### src/rtl/dram_cmd_scheduler.sv
// DRAM command scheduler: open-page row table per bank, issues PRE/ACT/RD/WR
// with tRP/tRCD/tCL spacing and pulses a one-cycle completion response.
module dram_cmd_scheduler #(
  parameter int NUM_OF_BANKS = 8,
  parameter int NUM_OF_ROWS  = 128,
  parameter int NUM_OF_COLS  = 8,
  parameter int T_RP         = 2,
  parameter int T_RCD        = 2,
  parameter int T_CL         = 2,
  localparam int BW = $clog2(NUM_OF_BANKS),
  localparam int RW = $clog2(NUM_OF_ROWS),
  localparam int CW = $clog2(NUM_OF_COLS)
) (
  input  logic                    clk,
  input  logic                    rst_n,
  input  logic                    req_valid,
  output logic                    req_ready,
  input  logic                    req_we,
  input  logic [BW-1:0]           req_bank_id,
  input  logic [RW-1:0]           req_row_id,
  input  logic [CW-1:0]           req_col_id,
  output logic                    cmd_valid,
  output logic [2:0]              cmd_op,
  output logic [BW-1:0]           cmd_bank,
  output logic [RW-1:0]           cmd_row,
  output logic [CW-1:0]           cmd_col,
  output logic                    resp_valid,
  output logic                    resp_we,
  output logic                    resp_row_hit,
  output logic [NUM_OF_BANKS-1:0] open_bank_mask
);

  localparam logic [2:0] OP_NOP = 3'd0;
  localparam logic [2:0] OP_ACT = 3'd1;
  localparam logic [2:0] OP_RD  = 3'd2;
  localparam logic [2:0] OP_WR  = 3'd3;
  localparam logic [2:0] OP_PRE = 3'd4;

  typedef enum logic [2:0] {
    ST_IDLE, ST_PRE, ST_WAIT_RP, ST_ACT, ST_WAIT_RCD, ST_CAS, ST_WAIT_CL, ST_DONE
  } state_t;

  typedef struct packed {
    logic          we;
    logic [BW-1:0] bank;
    logic [RW-1:0] row;
    logic [CW-1:0] col;
    logic          hit;
  } req_t;

  state_t                         state, state_nxt;
  req_t                           lat, cur;
  logic [NUM_OF_BANKS-1:0]        tbl_vld;
  logic [NUM_OF_BANKS-1:0][RW-1:0] tbl_row;
  logic [3:0]                     cnt, cnt_nxt;
  logic                           accept;

  logic          cmd_valid_nxt, resp_valid_nxt, resp_we_nxt, resp_hit_nxt;
  logic [2:0]    cmd_op_nxt;
  logic [BW-1:0] cmd_bank_nxt;
  logic [RW-1:0] cmd_row_nxt;
  logic [CW-1:0] cmd_col_nxt;

  assign req_ready      = (state == ST_IDLE);
  assign accept         = req_valid && req_ready;
  assign open_bank_mask = tbl_vld;

  // On the accept cycle the live request is used directly so outputs can be
  // registered from the next state without a bubble.
  always_comb begin
    cur = lat;
    if (accept) begin
      cur.we   = req_we;
      cur.bank = req_bank_id;
      cur.row  = req_row_id;
      cur.col  = req_col_id;
      cur.hit  = tbl_vld[req_bank_id] && (tbl_row[req_bank_id] == req_row_id);
    end
  end

  always_comb begin
    state_nxt = state;
    case (state)
      ST_IDLE: begin
        if (req_valid) begin
          if (cur.hit)                   state_nxt = ST_CAS;
          else if (tbl_vld[req_bank_id]) state_nxt = ST_PRE;
          else                           state_nxt = ST_ACT;
        end
      end
      ST_PRE:      state_nxt = ST_WAIT_RP;
      ST_WAIT_RP:  if (cnt == 4'd0) state_nxt = ST_ACT;
      ST_ACT:      state_nxt = ST_WAIT_RCD;
      ST_WAIT_RCD: if (cnt == 4'd0) state_nxt = ST_CAS;
      ST_CAS:      state_nxt = ST_WAIT_CL;
      ST_WAIT_CL:  if (cnt == 4'd0) state_nxt = ST_DONE;
      ST_DONE:     state_nxt = ST_IDLE;
      default:     state_nxt = ST_IDLE;
    endcase
  end

  // Counter is loaded with T_x-1 on entry, so a WAIT_x state lasts T_x cycles.
  always_comb begin
    cnt_nxt = (cnt != 4'd0) ? cnt - 4'd1 : cnt;
    if (state_nxt == ST_WAIT_RP  && state != ST_WAIT_RP)  cnt_nxt = 4'(T_RP - 1);
    if (state_nxt == ST_WAIT_RCD && state != ST_WAIT_RCD) cnt_nxt = 4'(T_RCD - 1);
    if (state_nxt == ST_WAIT_CL  && state != ST_WAIT_CL)  cnt_nxt = 4'(T_CL - 1);
  end

  always_comb begin
    cmd_op_nxt     = OP_NOP;
    cmd_bank_nxt   = '0;
    cmd_row_nxt    = '0;
    cmd_col_nxt    = '0;
    resp_valid_nxt = 1'b0;
    resp_we_nxt    = 1'b0;
    resp_hit_nxt   = 1'b0;
    case (state_nxt)
      ST_PRE: begin
        // Table still holds the row being closed when PRE is scheduled.
        cmd_op_nxt   = OP_PRE;
        cmd_bank_nxt = cur.bank;
        cmd_row_nxt  = tbl_row[cur.bank];
      end
      ST_ACT: begin
        cmd_op_nxt   = OP_ACT;
        cmd_bank_nxt = cur.bank;
        cmd_row_nxt  = cur.row;
      end
      ST_CAS: begin
        cmd_op_nxt   = cur.we ? OP_WR : OP_RD;
        cmd_bank_nxt = cur.bank;
        cmd_row_nxt  = cur.row;
        cmd_col_nxt  = cur.col;
      end
      ST_DONE: begin
        resp_valid_nxt = 1'b1;
        resp_we_nxt    = cur.we;
        resp_hit_nxt   = cur.hit;
      end
      default: ;
    endcase
    cmd_valid_nxt = (cmd_op_nxt != OP_NOP);
  end

  always_ff @(posedge clk) begin
    if (!rst_n) begin
      state        <= ST_IDLE;
      lat          <= '0;
      tbl_vld      <= '0;
      tbl_row      <= '0;
      cnt          <= '0;
      cmd_valid    <= 1'b0;
      cmd_op       <= OP_NOP;
      cmd_bank     <= '0;
      cmd_row      <= '0;
      cmd_col      <= '0;
      resp_valid   <= 1'b0;
      resp_we      <= 1'b0;
      resp_row_hit <= 1'b0;
    end else begin
      state <= state_nxt;
      cnt   <= cnt_nxt;
      if (accept) lat <= cur;
      if (state == ST_PRE) tbl_vld[lat.bank] <= 1'b0;
      if (state == ST_ACT) begin
        tbl_vld[lat.bank] <= 1'b1;
        tbl_row[lat.bank] <= lat.row;
      end
      cmd_valid    <= cmd_valid_nxt;
      cmd_op       <= cmd_op_nxt;
      cmd_bank     <= cmd_bank_nxt;
      cmd_row      <= cmd_row_nxt;
      cmd_col      <= cmd_col_nxt;
      resp_valid   <= resp_valid_nxt;
      resp_we      <= resp_we_nxt;
      resp_row_hit <= resp_hit_nxt;
    end
  end

endmodule

### config.mk
export PLATFORM = sky130hd
export DESIGN_NAME = dram_cmd_scheduler
export DESIGN_NICKNAME = d
export VERILOG_FILES = /design/src/rtl/dram_cmd_scheduler.sv
export SDC_FILE = /design/constraint.sdc
export NUM_CORES = 1
export LEC_CHECK = 0
export CAP_MARGIN = 20
export CORE_ASPECT_RATIO = 0.7
export CORE_MARGIN = 3
export CORE_UTILIZATION = 52
export CTS_CLUSTER_DIAMETER = 40
export DETAILED_ROUTE_END_ITERATION = 6
export HOLD_SLACK_MARGIN = 0.05
export PLACE_DENSITY = 0.76
export SETUP_SLACK_MARGIN = 0.4
export SYNTH_ARGS = -nofsm -noshare
export SYNTH_HDL_FRONTEND = slang
export SYNTH_SLANG_ARGS = --single-unit
### constraint.sdc
create_clock -name clk -period 1.9 [get_ports clk]
set_input_delay 0.19 -clock clk [delete_from_list [all_inputs] [get_ports clk]]
set_output_delay 0.19 -clock clk [all_outputs]
set_load 0.01 [all_outputs]
======== Word-level counts from Yosys, hierarchy flattened ========
Cells that the tools add are included.
word-level totals
  logic and storage cells ................. 99
  bits in registers ....................... 106
  input bits .............................. 17
  output and inout bits ................... 29
operators by class
  magnitude comparators ................... 4
  bitwise gates (word level) .............. 4
  reductions and logical operators ........ 17
  $add $sub $neg .......................... 1
  eq/ne operators ......................... 18
  mux-type cells .......................... 30
operators with widths
  operator            number
  $bwmux 56           1
  $bmux 7 s3          2
  $eq 3x3->1 const B  8
  $mux 8              3
  $pmux 3 s8          1
  $demux 7 s3         1
  $mux 7              3
  $mux 15             1
  $mux 3              5
  $pmux 7 s2          1
  $eq 3x2->1 const B  4
  $lt 3x4->1 const B  3
  $pmux 3 s3          1
  $and 8x8->8         1
  $mux 1              8
  $not 8->8           1
  $or 8x8->8          1
  $reduce_bool 4->1   2
  $eq 7x7->1          1
  $eq 3x1->1 const B  2
  $logic_and 1x1->1   6
  $ne 3x3->1 const B  2
  $reduce_and 2->1    3
  $logic_not 4->1     1
  other kinds (12)    12

======== Logic depth before layout (Yosys ltp) ========
  depth after elaboration ................. 13
  depth in mapped cells ................... 10

======== Least setup slack after synthesis ========
Ideal clock, no wire load.
  kind .................................... reg2reg
  from .................................... register state[0]
  to ...................................... register cmd_row[0]
  path buffers ............................ 3
  data arrival time ....................... 2.052 ns
  stages on the path, launching flop included .. 11
  slack ................................... -0.294 ns
  clock period less this slack ............ 2.194 ns
  data required time ...................... 1.758 ns
  cell sequence ........................... dfxtp_1 > buf_4 > nor3_4 > and2_1 > buf_6 > mux2i_4 > buf_4 > mux2_2 > o22ai_1 > a221o_1 > a211oi_2
on the way
  cells in the longest elaborated chain, start to end .. 9
  elaborated cells between the ends (all ways) .. 23
  those cells by class .................... 10 x eq/ne; 10 x mux; 3 x reduce/logical
RTL lines
  what                                      RTL line  RTL
  from (decl)                               51        state_t state, state_nxt;
  from (signal assigned)                    162       state <= state_nxt;
  $logic_not 3->1 *                         64        assign req_ready = (state == ST_IDLE);
  via req_ready                             17        output logic req_ready,
  $logic_and 1x1->1                         65        assign accept = req_valid && req_ready;
  $mux 15                                   72        if (accept) begin
  $mux 3                                    86        if (cur.hit) state_nxt = ST_CAS;
  $mux 3                                    85        if (req_valid) begin
  $pmux 3 s8                                83        case (state)
  $eq 3x3->1 or $eq 3x2->1 (tied branches)  118       case (state_nxt)
  $reduce_or 2->1 (no line)                 n/a
  $pmux 7 s2 *                              118
  to (signal assigned)                      173       cmd_row <= cmd_row_nxt;
  to (decl)                                 25        output logic [RW-1:0] cmd_row,
The timed path passes the listed nets; every way through them passes the cells marked *. The select of a mux whose other input is x is not followed.
A chain may end at the register's enable or synchronous reset.

======== Final worst setup path ========
  from .................................... register tbl_row[49] (netlist name)
  to ...................................... register cmd_row[0]
on the way
  cells in the longest elaborated chain, start to end .. 11
  elaborated cells between the ends (all ways) .. 15
  those cells by class .................... 4 x eq/ne; 9 x mux; 2 x reduce/logical
RTL lines
  what                                      RTL line  RTL
  from (decl)                               54        logic [NUM_OF_BANKS-1:0][RW-1:0] tbl_row;
  from (signal, indexed assignment)         168       tbl_row[lat.bank] <= lat.row;
  $bmux 7 s3                                77        cur.hit = tbl_vld[req_bank_id] && (tbl_row[req_bank_id] == req_row_id);
  $mux 7 (implied by the code)              77
  $eq 7x7->1                                77
  $logic_and 1x1->1                         77
  $mux 15                                   72
  $mux 3                                    86
  $mux 3                                    85
  $pmux 3 s8                                83
  $eq 3x3->1 or $eq 3x2->1 (tied branches)  118
  $reduce_or 2->1 (no line)                 n/a
  $pmux 7 s2 *                              118
Every way passes the cells marked *; elsewhere a longest branch is shown, timed or not. The select of a mux whose other input is x is not followed.

==> results.txt <==
CP Cell Sequence -> mux4_2, mux2i_2, xor2_1, and4b_1, nand4_1, and2_4, buf_4, a211oi_2
Leak -> 3.15 nW
DRC Markers -> 0
die area -> 11200 um^2
vias in the first global route -> 4679
diode count -> 0
total CTS buffers -> 9
Max stage delay on crit path -> 0.50 ns
post-DP HPWL -> 10700 um
critical path class -> reg2reg
CTS H-tree lvls -> 3
met3 Resource Use GR -> 6.27%
Initial Util -> 55.3%
share of cells above drive strength 1 -> 39.4%
Synth Register Bits -> 106
failing checks -> negative setup slack
core area -> 9360 um^2
max cap viols -> 0
Worst Setup End Kind -> flop
area delta synth->final -> 46.2%
grt ovf -> 0
grt peak-use layer -> met2
Cell Count Post-Placement -> 732
final-report setup violation count -> 19
post-route ant nets -> 0
Synth Warn # -> 0
minimum clock period after layout -> 2.49 ns
max_slew headroom -> 66.1%
CTS tree -> built
drt first-iter violations -> 593
Post-Syn Area -> 5180 um^2
Synth Net Count -> 537
FP Rows -> 29
Clock Pin Slew Worst Setup and Hold Paths -> 0.08 ns
Clock Latency Late Sink -> 0.36 ns
worst-path fanout max -> 3
syn avg cell area -> 9.98 um^2
# port buffers -> 45
library cells used by synthesis -> 47
clock tree root buffer cell -> clkbuf_16
ys async rst share -> 0%
die width -> 125 um
peak supply drop -> 0.000729 V
Max Root-Sink Buffers -> 2
Pwr Total -> 7.95 mW
cell count after synthesis -> 519
fin nets -> 681
Total Routing Usage GR -> 30.8%
largest net degree at the start of global routing -> 28
Hold Crit Class -> in2reg
WL/cell -> 24.6 um
period utilization -> 131%
Pre-Repair DR Iteration Count -> 7
Vias/cell -> 6.23
worst path arrival time -> 2.73 ns
Fmax -> 402 MHz
initial antenna violation count -> 0
count of final max-slew check failures -> 0
RSZ-0062 raised after global routing -> true
final setup margin -> -0.587 ns
Fin. Hold Viols -> 0
Worst-Margin Slew -> 0.508 ns
slowest CP cell -> mux4_2
pwr dens -> 1050 nW/um^2
Final Non-Filler Cells -> 792
CTS sink count -> 106
Detailed Route WL -> 19500 um
CP startpoint kind -> flop
Seq/Total Area, Yosys -> 41.0%
GR met2 Demand/Resource -> 53.2%
Post-synth top flop -> dfxtp_1
CP Data Required Time -> 2.14 ns
num ports -> 46
Fin Clk Skew -> 0.0125 ns
first-pass GRT wire length -> 26400 um
slack of the worst reg-to-reg path -> -0.59 ns
grt met1 use -> 39.0%
outcome -> finished, violations left
Die Y -> 89.5 um
EDFF count, synth -> 0
GP Congestion -> 0.893
total number of vias -> 4932
-- worst paths after layout --
| path | depth (start not counted) | to | from |
|---|---|---|---|
| setup / recovery | 8 | cmd_row[0] | tbl_row[49] |
| hold / removal | 2 | lat[11] | rst_n |
| setup reg to reg | 8 | cmd_row[0] | tbl_row[49] |
| hold reg to reg | 2 | lat[3] | lat[3] |
-- through the flow --
stage / TNS (ns) / util (%) / hold slack (ns) / instance area, um^2 / setup WS [ns]
5_1_grt: -8.02 / 80.9 / 0.311 / 7570 / -0.619
4_1_cts: -2.81 / 76.7 / 0.285 / 7180 / -0.270
3_3_place_gp: -10.23 / 67.3 / 0.463 / 6300 / -0.693
3_5_place_dp: -12.10 / 67.3 / 0.481 / 6300 / -0.787
2_1_floorplan: -1.72 / - / 0.327 / 5290 / -0.243
6_report: -7.30 / 80.9 / 0.312 / 7570 / -0.587
-- critical path: cells and delay by family (launching register included) --
kind,cells,cell delay (ns)
muxes,2,0.71
xor gates and xnor gates,1,0.21
AOI/OAI and AO/OA,1,0.33
DFF,1,0.32
and+or+nand+nor,3,0.65
buffers and inverters,1,0.15
-- synthesized netlist by cell type (9+ instances only) --
library cell | instances | area, um^2
dfxtp_1 | 106 | 2120
mux2i_1 | 88 | 881
nor2b_1 | 58 | 363
nand2_1 | 48 | 180
clkbuf_1 | 23 | 86.3
a21boi_0 | 16 | 120
a21oi_1 | 15 | 75.1
and2_1 | 15 | 93.8
nor2_1 | 15 | 56.3
mux2_2 | 13 | 146
nand3_1 | 10 | 50.1
a22oi_1 | 9 | 67.6
-- layout by cell type, fill, tap and decap left out, types with 10 or more instances in the layout --
| master | netlist | routed |
|---|---|---|
| mux2i_1 | 88 | 81 |
| buf_4 | 5 | 74 |
| clkdlybuf4s50_1 | 0 | 32 |
| buf_6 | 4 | 44 |
| dfxtp_1 | 106 | 97 |
| nor2b_1 | 58 | 55 |
| nand2_1 | 48 | 37 |
| a21oi_1 | 15 | 13 |
| dlygate4sd2_1 | 0 | 10 |
-- registers in the layout (all words and copies together) (netlist names), named ones only --
| register | count |
|---|---|
| cmd_col | 3 |
| resp_row_hit | 1 |
| cmd_bank | 3 |
| resp_we | 1 |
| cnt | 4 |
| state | 3 |
| cmd_op | 3 |
| tbl_row | 56 |
| cmd_row | 7 |
| open_bank_mask | 7 |
| cmd_valid | 1 |
| resp_valid | 1 |
| lat | 15 |
-- kinds of logic after synthesis --
family                     synth area share (%)
muxes                                      23.3
xor gates and xnor gates                   1.01
DFF                                        41.0
adders and majority gates                 0.242
and+or+nand+nor                            18.6
buffers and inverters                      4.20
AOI/OAI and AO/OA                          11.7
-- cell type report --
cell class | count | area, um^2
inverter | 3 | 11.3
timing repair buffer | 171 | 1640
tap | 124 | 155
fill | 498 | 1790
multi-input combinational | 372 | 3340
clock buffer | 12 | 256
clock inverter | 4 | 26.3
sequential | 106 | 2140
-- report_power, final --
| group | switching, mW | internal (mW) |
|---|---|---|
| Combinational | 1.76 | 1.75 |
| Clock | 0.875 | 0.961 |
| Sequential | 0.198 | 2.41 |
-- layer usage --
layer | wire, um | vias up | share of wire, %
met5 | 0 | - | 0
met4 | 1020 | 0 | 5.3
met3 | 1710 | 97 | 8.8
met2 | 9070 | 324 | 47
met1 | 7660 | 2382 | 39
li1 | - | 2129 | -
-- what timing repair did --
action / in CTS / in global routing
hold buffers: 0 / 0
resized for setup: 126 / 78
setup endpoints to repair: 97 / 102
setup buffers: 25 / 15
pin swaps: 28 / 23
cloned: 4 / 0
Note: power is estimated with default switching activity, not from simulation.
